$ cat src/rtl/fwd_hazard_unit.sv
// fwd_hazard_unit: EX-stage operand forwarding select and load-use hazard
// stall control for a classic five-stage pipeline.
//
// Optional feature: define FWD_HAZARD_STALL_CNT_EN to add the 16-bit
// saturating stall_cnt statistics counter and its output port.
//
// Ports:
//   clk, rst_n        clock (rising edge), asynchronous active-low reset
//   id_src            ID-stage source addresses, slot i at [i*REG_AW +: REG_AW]
//   id_src_used       per-slot valid for id_src
//   id_ex_src         EX-stage source addresses, same packing as id_src
//   id_ex_memread     EX-stage instruction is a load
//   id_ex_rd          EX-stage destination register
//   ex_mem_rw/_rd     MEM-stage write enable / destination
//   mem_wb_rw/_rd     WB-stage write enable / destination
//   fwd_sel           per-slot EX mux select at [2i +: 2]:
//                     10 = EX/MEM, 01 = MEM/WB, 00 = register file
//   pc_write          PC update enable
//   if_id_write       IF/ID register update enable
//   id_ex_flush       insert a bubble into ID/EX
//   stall_cnt         count of stalled cycles (FWD_HAZARD_STALL_CNT_EN only)
//
// The stall controls are combinational from the current state and the ID
// inputs, since the bubble has to be inserted in the same cycle the hazard
// is seen.
module fwd_hazard_unit #(
  parameter int unsigned REG_AW         = 5,
  parameter int unsigned NUM_SRC        = 2,
  parameter int unsigned LOAD_STALL_CYC = 1
) (
  input  logic                        clk,
  input  logic                        rst_n,
  input  logic [NUM_SRC*REG_AW-1:0]   id_src,
  input  logic [NUM_SRC-1:0]          id_src_used,
  input  logic [NUM_SRC*REG_AW-1:0]   id_ex_src,
  input  logic                        id_ex_memread,
  input  logic [REG_AW-1:0]           id_ex_rd,
  input  logic                        ex_mem_rw,
  input  logic [REG_AW-1:0]           ex_mem_rd,
  input  logic                        mem_wb_rw,
  input  logic [REG_AW-1:0]           mem_wb_rd,
  output logic [2*NUM_SRC-1:0]        fwd_sel,
  output logic                        pc_write,
  output logic                        if_id_write,
  output logic                        id_ex_flush
`ifdef FWD_HAZARD_STALL_CNT_EN
  ,
  output logic [15:0]                 stall_cnt
`endif
);

  localparam int unsigned CNT_W  = 4;
  localparam int unsigned STAT_W = 16;

  // Bubbles still owed after the hazard cycle itself, minus one (the
  // STALL state exits when the counter reaches zero).
  localparam logic [CNT_W-1:0] CNT_INIT =
    (LOAD_STALL_CYC > 1) ? CNT_W'(LOAD_STALL_CYC - 2) : '0;

  typedef enum logic {
    ST_RUN   = 1'b0,
    ST_STALL = 1'b1
  } state_e;

  state_e           state_q, state_d;
  logic [CNT_W-1:0] cnt_q, cnt_d;
  logic             hazard_c;
  logic             ex_mem_fwd_ok_c;
  logic             mem_wb_fwd_ok_c;
  logic             load_ok_c;

  // Register 0 is hard-wired zero and never a forwarding or hazard source.
  assign ex_mem_fwd_ok_c = ex_mem_rw && (ex_mem_rd != '0);
  assign mem_wb_fwd_ok_c = mem_wb_rw && (mem_wb_rd != '0);
  assign load_ok_c       = id_ex_memread && (id_ex_rd != '0);

  // Forwarding select; the younger EX/MEM result wins over MEM/WB.
  always_comb begin
    fwd_sel = '0;
    for (int i = 0; i < int'(NUM_SRC); i++) begin
      if (ex_mem_fwd_ok_c && (ex_mem_rd == id_ex_src[i*REG_AW +: REG_AW])) begin
        fwd_sel[2*i +: 2] = 2'b10;
      end else if (mem_wb_fwd_ok_c && (mem_wb_rd == id_ex_src[i*REG_AW +: REG_AW])) begin
        fwd_sel[2*i +: 2] = 2'b01;
      end
    end
  end

  // Load-use hazard: any used ID source reads the register the load in EX
  // is about to write.
  always_comb begin
    hazard_c = 1'b0;
    for (int i = 0; i < int'(NUM_SRC); i++) begin
      if (id_src_used[i] && (id_src[i*REG_AW +: REG_AW] == id_ex_rd)) begin
        hazard_c = 1'b1;
      end
    end
    hazard_c = hazard_c && load_ok_c;
  end

  // Stall FSM next-state and control outputs.
  always_comb begin
    state_d     = state_q;
    cnt_d       = cnt_q;
    pc_write    = 1'b1;
    if_id_write = 1'b1;
    id_ex_flush = 1'b0;
    case (state_q)
      ST_RUN: begin
        if (hazard_c) begin
          pc_write    = 1'b0;
          if_id_write = 1'b0;
          id_ex_flush = 1'b1;
          if (LOAD_STALL_CYC > 1) begin
            state_d = ST_STALL;
            cnt_d   = CNT_INIT;
          end
        end
      end
      ST_STALL: begin
        // Hazard input is ignored until the current sequence completes.
        pc_write    = 1'b0;
        if_id_write = 1'b0;
        id_ex_flush = 1'b1;
        if (cnt_q == '0) begin
          state_d = ST_RUN;
        end else begin
          cnt_d = cnt_q - 1'b1;
        end
      end
      default: begin
        state_d = ST_RUN;
        cnt_d   = '0;
      end
    endcase
  end

  // FSM state register.
  always_ff @(posedge clk or negedge rst_n) begin
    if (!rst_n) begin
      state_q <= ST_RUN;
      cnt_q   <= '0;
    end else begin
      state_q <= state_d;
      cnt_q   <= cnt_d;
    end
  end

`ifdef FWD_HAZARD_STALL_CNT_EN
  logic [STAT_W-1:0] stall_cnt_q, stall_cnt_d;

  // Saturating count of cycles in which the PC was held.
  always_comb begin
    stall_cnt_d = stall_cnt_q;
    if (!pc_write && (stall_cnt_q != {STAT_W{1'b1}})) begin
      stall_cnt_d = stall_cnt_q + STAT_W'(1);
    end
  end

  always_ff @(posedge clk or negedge rst_n) begin
    if (!rst_n) begin
      stall_cnt_q <= '0;
    end else begin
      stall_cnt_q <= stall_cnt_d;
    end
  end

  assign stall_cnt = stall_cnt_q;
`endif

endmodule

$ cat config.mk
export PLATFORM = sky130hd
export DESIGN_NAME = fwd_hazard_unit
export DESIGN_NICKNAME = d
export VERILOG_FILES = /design/src/rtl/fwd_hazard_unit.sv
export SDC_FILE = /design/constraint.sdc
export NUM_CORES = 1
export LEC_CHECK = 0
export ABC_AREA = 1
export ABC_CLOCK_PERIOD_IN_PS = 3500
export CORE_MARGIN = 2
export CORE_UTILIZATION = 39
export DETAILED_ROUTE_END_ITERATION = 16
export HOLD_SLACK_MARGIN = 0.06
export PLACE_DENSITY = 0.86
export SLEW_MARGIN = 30
export SYNTH_ARGS = -nofsm -noshare
export SYNTH_HDL_FRONTEND = slang
export SYNTH_SLANG_ARGS = --single-unit
$ cat constraint.sdc
create_clock -name clk -period 3.5 [get_ports clk]
set_input_delay 0.7 -clock clk [delete_from_list [all_inputs] [get_ports clk]]
set_output_delay 0.7 -clock clk [all_outputs]
set_load 0.02 [all_outputs]
# Word-level counts from Yosys, hierarchy flattened
# Cells that the tools add are included.
[totals]
reg_bits = 5
inputBits = 42
word_cells = 38
[op_classes]
n_addsub = 1
eq_ne = 6
mux = 12
n_bitwise = 2
reduce_logical = 15
[op_table]
columns = ["operator", "count"]
rows = [
  ["$eq 5x5->1", 6],
  ["$reduce_bool 5->1", 3],
  ["$logic_and 1x1->1", 10],
  ["$mux 1", 8],
  ["$logic_not 4->1", 1],
  ["$mux 2", 2],
  ["$pmux 1 s2", 2],
  ["$sub 4x1->4 const B", 1],
  ["$not 1->1", 2],
  ["$reduce_and 2->1", 1],
]

# Longest topological paths before layout
# Gate-level depths: netlist of run 1.
[logic_depth]
depth_word = 7
depth_mapped = 8
mapped_depth_nobuf = 8

# Worst setup path after synthesis of run 1
# OpenSTA, ideal clock, no wires.
[synth_timing]
path_kind = "input to output"
start = "input port id_ex_rd[3]"
end = "output port pc_write"
arrival_time_ns = 1.626
t_required_ns = 2.800
path_slack_ns = 1.174
path_stages = 6
cell_sequence = "inv_2 -> nand4_1 -> o21ai_1 -> inv_1 -> a21oi_1 -> buf_4"
[synth_via]
elab_chain_len = 7
[synth_rtl]
columns = ["element", "line", "rtl"]
rows = [
  ["start, declared", "37", "input logic [REG_AW-1:0] id_ex_rd,"],
  ["$eq 5x5->1", "94", "if (id_src_used[i] && (id_src[i*REG_AW +: REG_AW] == id_ex_rd)) begin"],
  ["$logic_and 1x1->1", "94", ""],
  ["$mux 1 (2 in series)", "94", ""],
  ["$logic_and 1x1->1 *", "98", "hazard_c = hazard_c && load_ok_c;"],
  ["$mux 1 *", "-", ""],
  ["$pmux 1 s2 *", "-", ""],
  ["end, declared", "43", "output logic pc_write,"],
]
# Every way passes the cells marked *; elsewhere a longest branch is shown, timed or not.

# Final worst setup path of run 1
[layout_timing]
start = "input port id_ex_rd[4]"
end = "output port pc_write"
[layout_via]
elab_chain_len = 7
[layout_rtl]
columns = ["element", "line", "rtl"]
rows = [
  ["$eq 5x5->1", "94", ""],
  ["$logic_and 1x1->1", "94", ""],
  ["$mux 1 (2 in series)", "94", ""],
  ["$logic_and 1x1->1 *", "98", ""],
  ["$mux 1 *", "110", "if (hazard_c) begin"],
  ["$pmux 1 s2 *", "108", "case (state_q)"],
]
# Marked as above.

==> out/metrics.cfg, run 1 <==
[global_route]
overflow=0
antenna_found_initial=0
grt_max_degree=6
grt_usage_pct=19.58
grt_pass1_vias=835
grt_first_pass_wirelength_um=3132

[power_and_ir_drop]
ir_drop_mv=0.2248
p_per_area_nw_per_um2=185.7
leakage_nw=0.5900
p_total_mw=0.2396

[placement]
routabilityCongestion=0.7777
placed_cells=198
dpl.hpwl_um=1871
io_buffers=48
dpl_cell_area_sq_um=1264

[critical_path]
worstPathArrival_ns=2.42
critPathKind=input port to output port
slowest_delay_ns=0.66
cp.required_ns=2.80
critPathMostFrequentCell=nand2_1
crit_path_end_kind=output port
startpoint_type=input port
cp_cell_sequence=clkdlybuf4s50_1 -> nand2_1 -> nand2_1 -> nor2_1 -> nand3_1 -> nand2_1 -> a21oi_1 -> clkdlybuf4s50_1
path_max_fanout=4
crit_slowest_cell=clkdlybuf4s50_1
crit_family=buffers and inverters
critPathBufInv=2

[cts]
h-tree-depth=1
cts_buffers=3
postCtsResizedCells=0
holdBufCountCts=0
post-cts-setup-buffers=0
cts_root_buf=clkbuf_4
tritoncts=built
clkSinkCount=5
clk_latency_ns=0.24
cts_buffer_depth=2
clk_pin_slew_ns=0.04

[die]
die_y_um=48.13
die_w_um=48.13
initial_utilization_pct=42.60
die_area_sq_um=2317
num_rows=15
core_sq_um=1783
pin_count=49

[route]
vias=925
vias_per_cell=4.579
first_iter_violations=14
wl_per_cell_um=10.73
drtAntennaViolNets=0
totalWireLength_um=2167
drc=0
dr.pass1.iters=5

[timing]
period_share_pct=89.26
rsz0062_at_grt=false
whs_ns=0.5357
finalCriticalPeriod_ns=3.124
tns_ns=0
skew_ns=0.005910
fmax_mhz=320.1
worstMarginPinSlew_ns=0.2341
max_slew_margin_pct=84.34
slew_violations=0
final_hold_viol_count=0
finalSetupViolations=0

[min_path]
worstHoldPathType=flip-flop to flip-flop

[layout]
final_nets=221
fin_area_sq_um=1290
multiInputGateArea_sq_um=551.8
final_common_cell=clkdlybuf4s50_1
final_cell_mix=clkdlybuf4s50_1, nand2_1, nor2_1
layout-drive-gt1-share_pct=9.040
syn_to_final_growth_pct=69.85
n_fill_cell=157
instances_no_fill=202
num_antenna_cells=0
seq_area_sq_um=125.1

[yosys]
synth_cell_types=20
ys_ff_latch=5
seq_area_frac_synth_pct=16.47
netlist_instances=126
netlist_area_sq_um=759.5
syn_nets=169
yosysWarnings=0
syn_area_per_cell_sq_um=6.028

[run_status]
status=complete, no violations

[flow_run]
drv_cap=0

[cells in the mapped netlist (all sizes together)]
master | count | share of area, %
buf | 1 | 0.99
nand3b | 1 | 0.99
xor2 | 7 | 8.1
nand2 | 42 | 21
xnor2 | 15 | 17
a21oi | 1 | 0.66
nand4 | 1 | 0.82
o21ai | 6 | 5.9
ha | 1 | 1.6
nor3 | 3 | 3.3
inv | 20 | 9.9
nor2 | 18 | 8.9
dfrtp | 5 | 16
nand3 | 5 | 4.0
[state kept, by name, indices dropped and copies added (netlist names)]
signal and flops:
cnt_q 4, state_q 1
[cell type report]
cell class | count | share of cell area [%]
inverters | 20 | 5.820
flip-flops and latches | 5 | 9.699
well taps | 25 | 2.425
multi-input cells | 100 | 42.77
clock buffers | 4 | 2.037
repair buffers | 48 | 37.25
[stage by stage]
| stage | setup slack (ns) | utilization (%) |
|---|---|---|
| final | 0.3760 | 72.35 |
| after global routing | 0.2677 | 72.35 |
| after CTS | 0.3583 | 72.35 |
| after detailed placement | 0.4075 | 70.88 |
| after global placement | 0.4413 | 70.88 |
| after floorplan | 1.174 | - |
[tightest hold or removal path, stage by stage (launching register included)]
cell and delay, ns:
dfrtp_1 0.36, nand2_1 0.06, o21ai_1 0.07
[final timing paths]
check | startpoint | endpoint | slack [ns] | cells after the start
max | id_ex_rd[4] | pc_write | 0.38 | 8
min | cnt_q[1]$_DFFE_PN0P_ | cnt_q[1]$_DFFE_PN0P_ | 0.54 | 2
max reg2reg | cnt_q[0]$_DFFE_PN0P_ | cnt_q[3]$_DFFE_PN0P_ | 2.20 | 7
min reg2reg | cnt_q[1]$_DFFE_PN0P_ | cnt_q[1]$_DFFE_PN0P_ | 0.54 | 2
max in group asynchronous | rst_n | cnt_q[1]$_DFFE_PN0P_ | 2.63 | 1
min in group asynchronous | rst_n | cnt_q[0]$_DFFE_PN0P_ | 0.68 | 1
[report_power, final]
part / switching [mW] / internal (mW) / total [mW] / leakage [nW]
Combinational: 0.0472 / 0.0673 / 0.114 / 0.505
Sequential: 0 / 0.0580 / 0.0580 / 0.0699
Clock: 0.0239 / 0.0431 / 0.0671 / 0.0150
Total: 0.0711 / 0.168 / 0.240 / 0.590
[logic make-up after synthesis]
logic type | after synthesis | synth area share (%)
compound gates | 7 | 6.590
buf+inv | 21 | 10.87
xor+xnor | 22 | 25.37
simple gates | 70 | 39.05
flops | 5 | 16.47
fa+ha+maj | 1 | 1.647
[per-layer routing]
metal	vias up	global-route usage (%)	part of all wire [%]
li1	483	-	-
met2	44	39.20	48
met3	2	7.778	12
met1	396	18.75	40
met4	0	3.243	0.37
met5	-	0	0
(Power assumes the default switching activity.)
==> run 2: changes to the inputs <==
--- a/config.mk
+++ b/config.mk
@@ -6,7 +6,6 @@
 export NUM_CORES = 1
 export LEC_CHECK = 0
 export ABC_AREA = 1
-export ABC_CLOCK_PERIOD_IN_PS = 3500
 export CORE_MARGIN = 2
 export CORE_UTILIZATION = 39
 export DETAILED_ROUTE_END_ITERATION = 16
==> results of run 2 <==
Same layout as run 1: the final DEF is identical, and so are final timing and power.
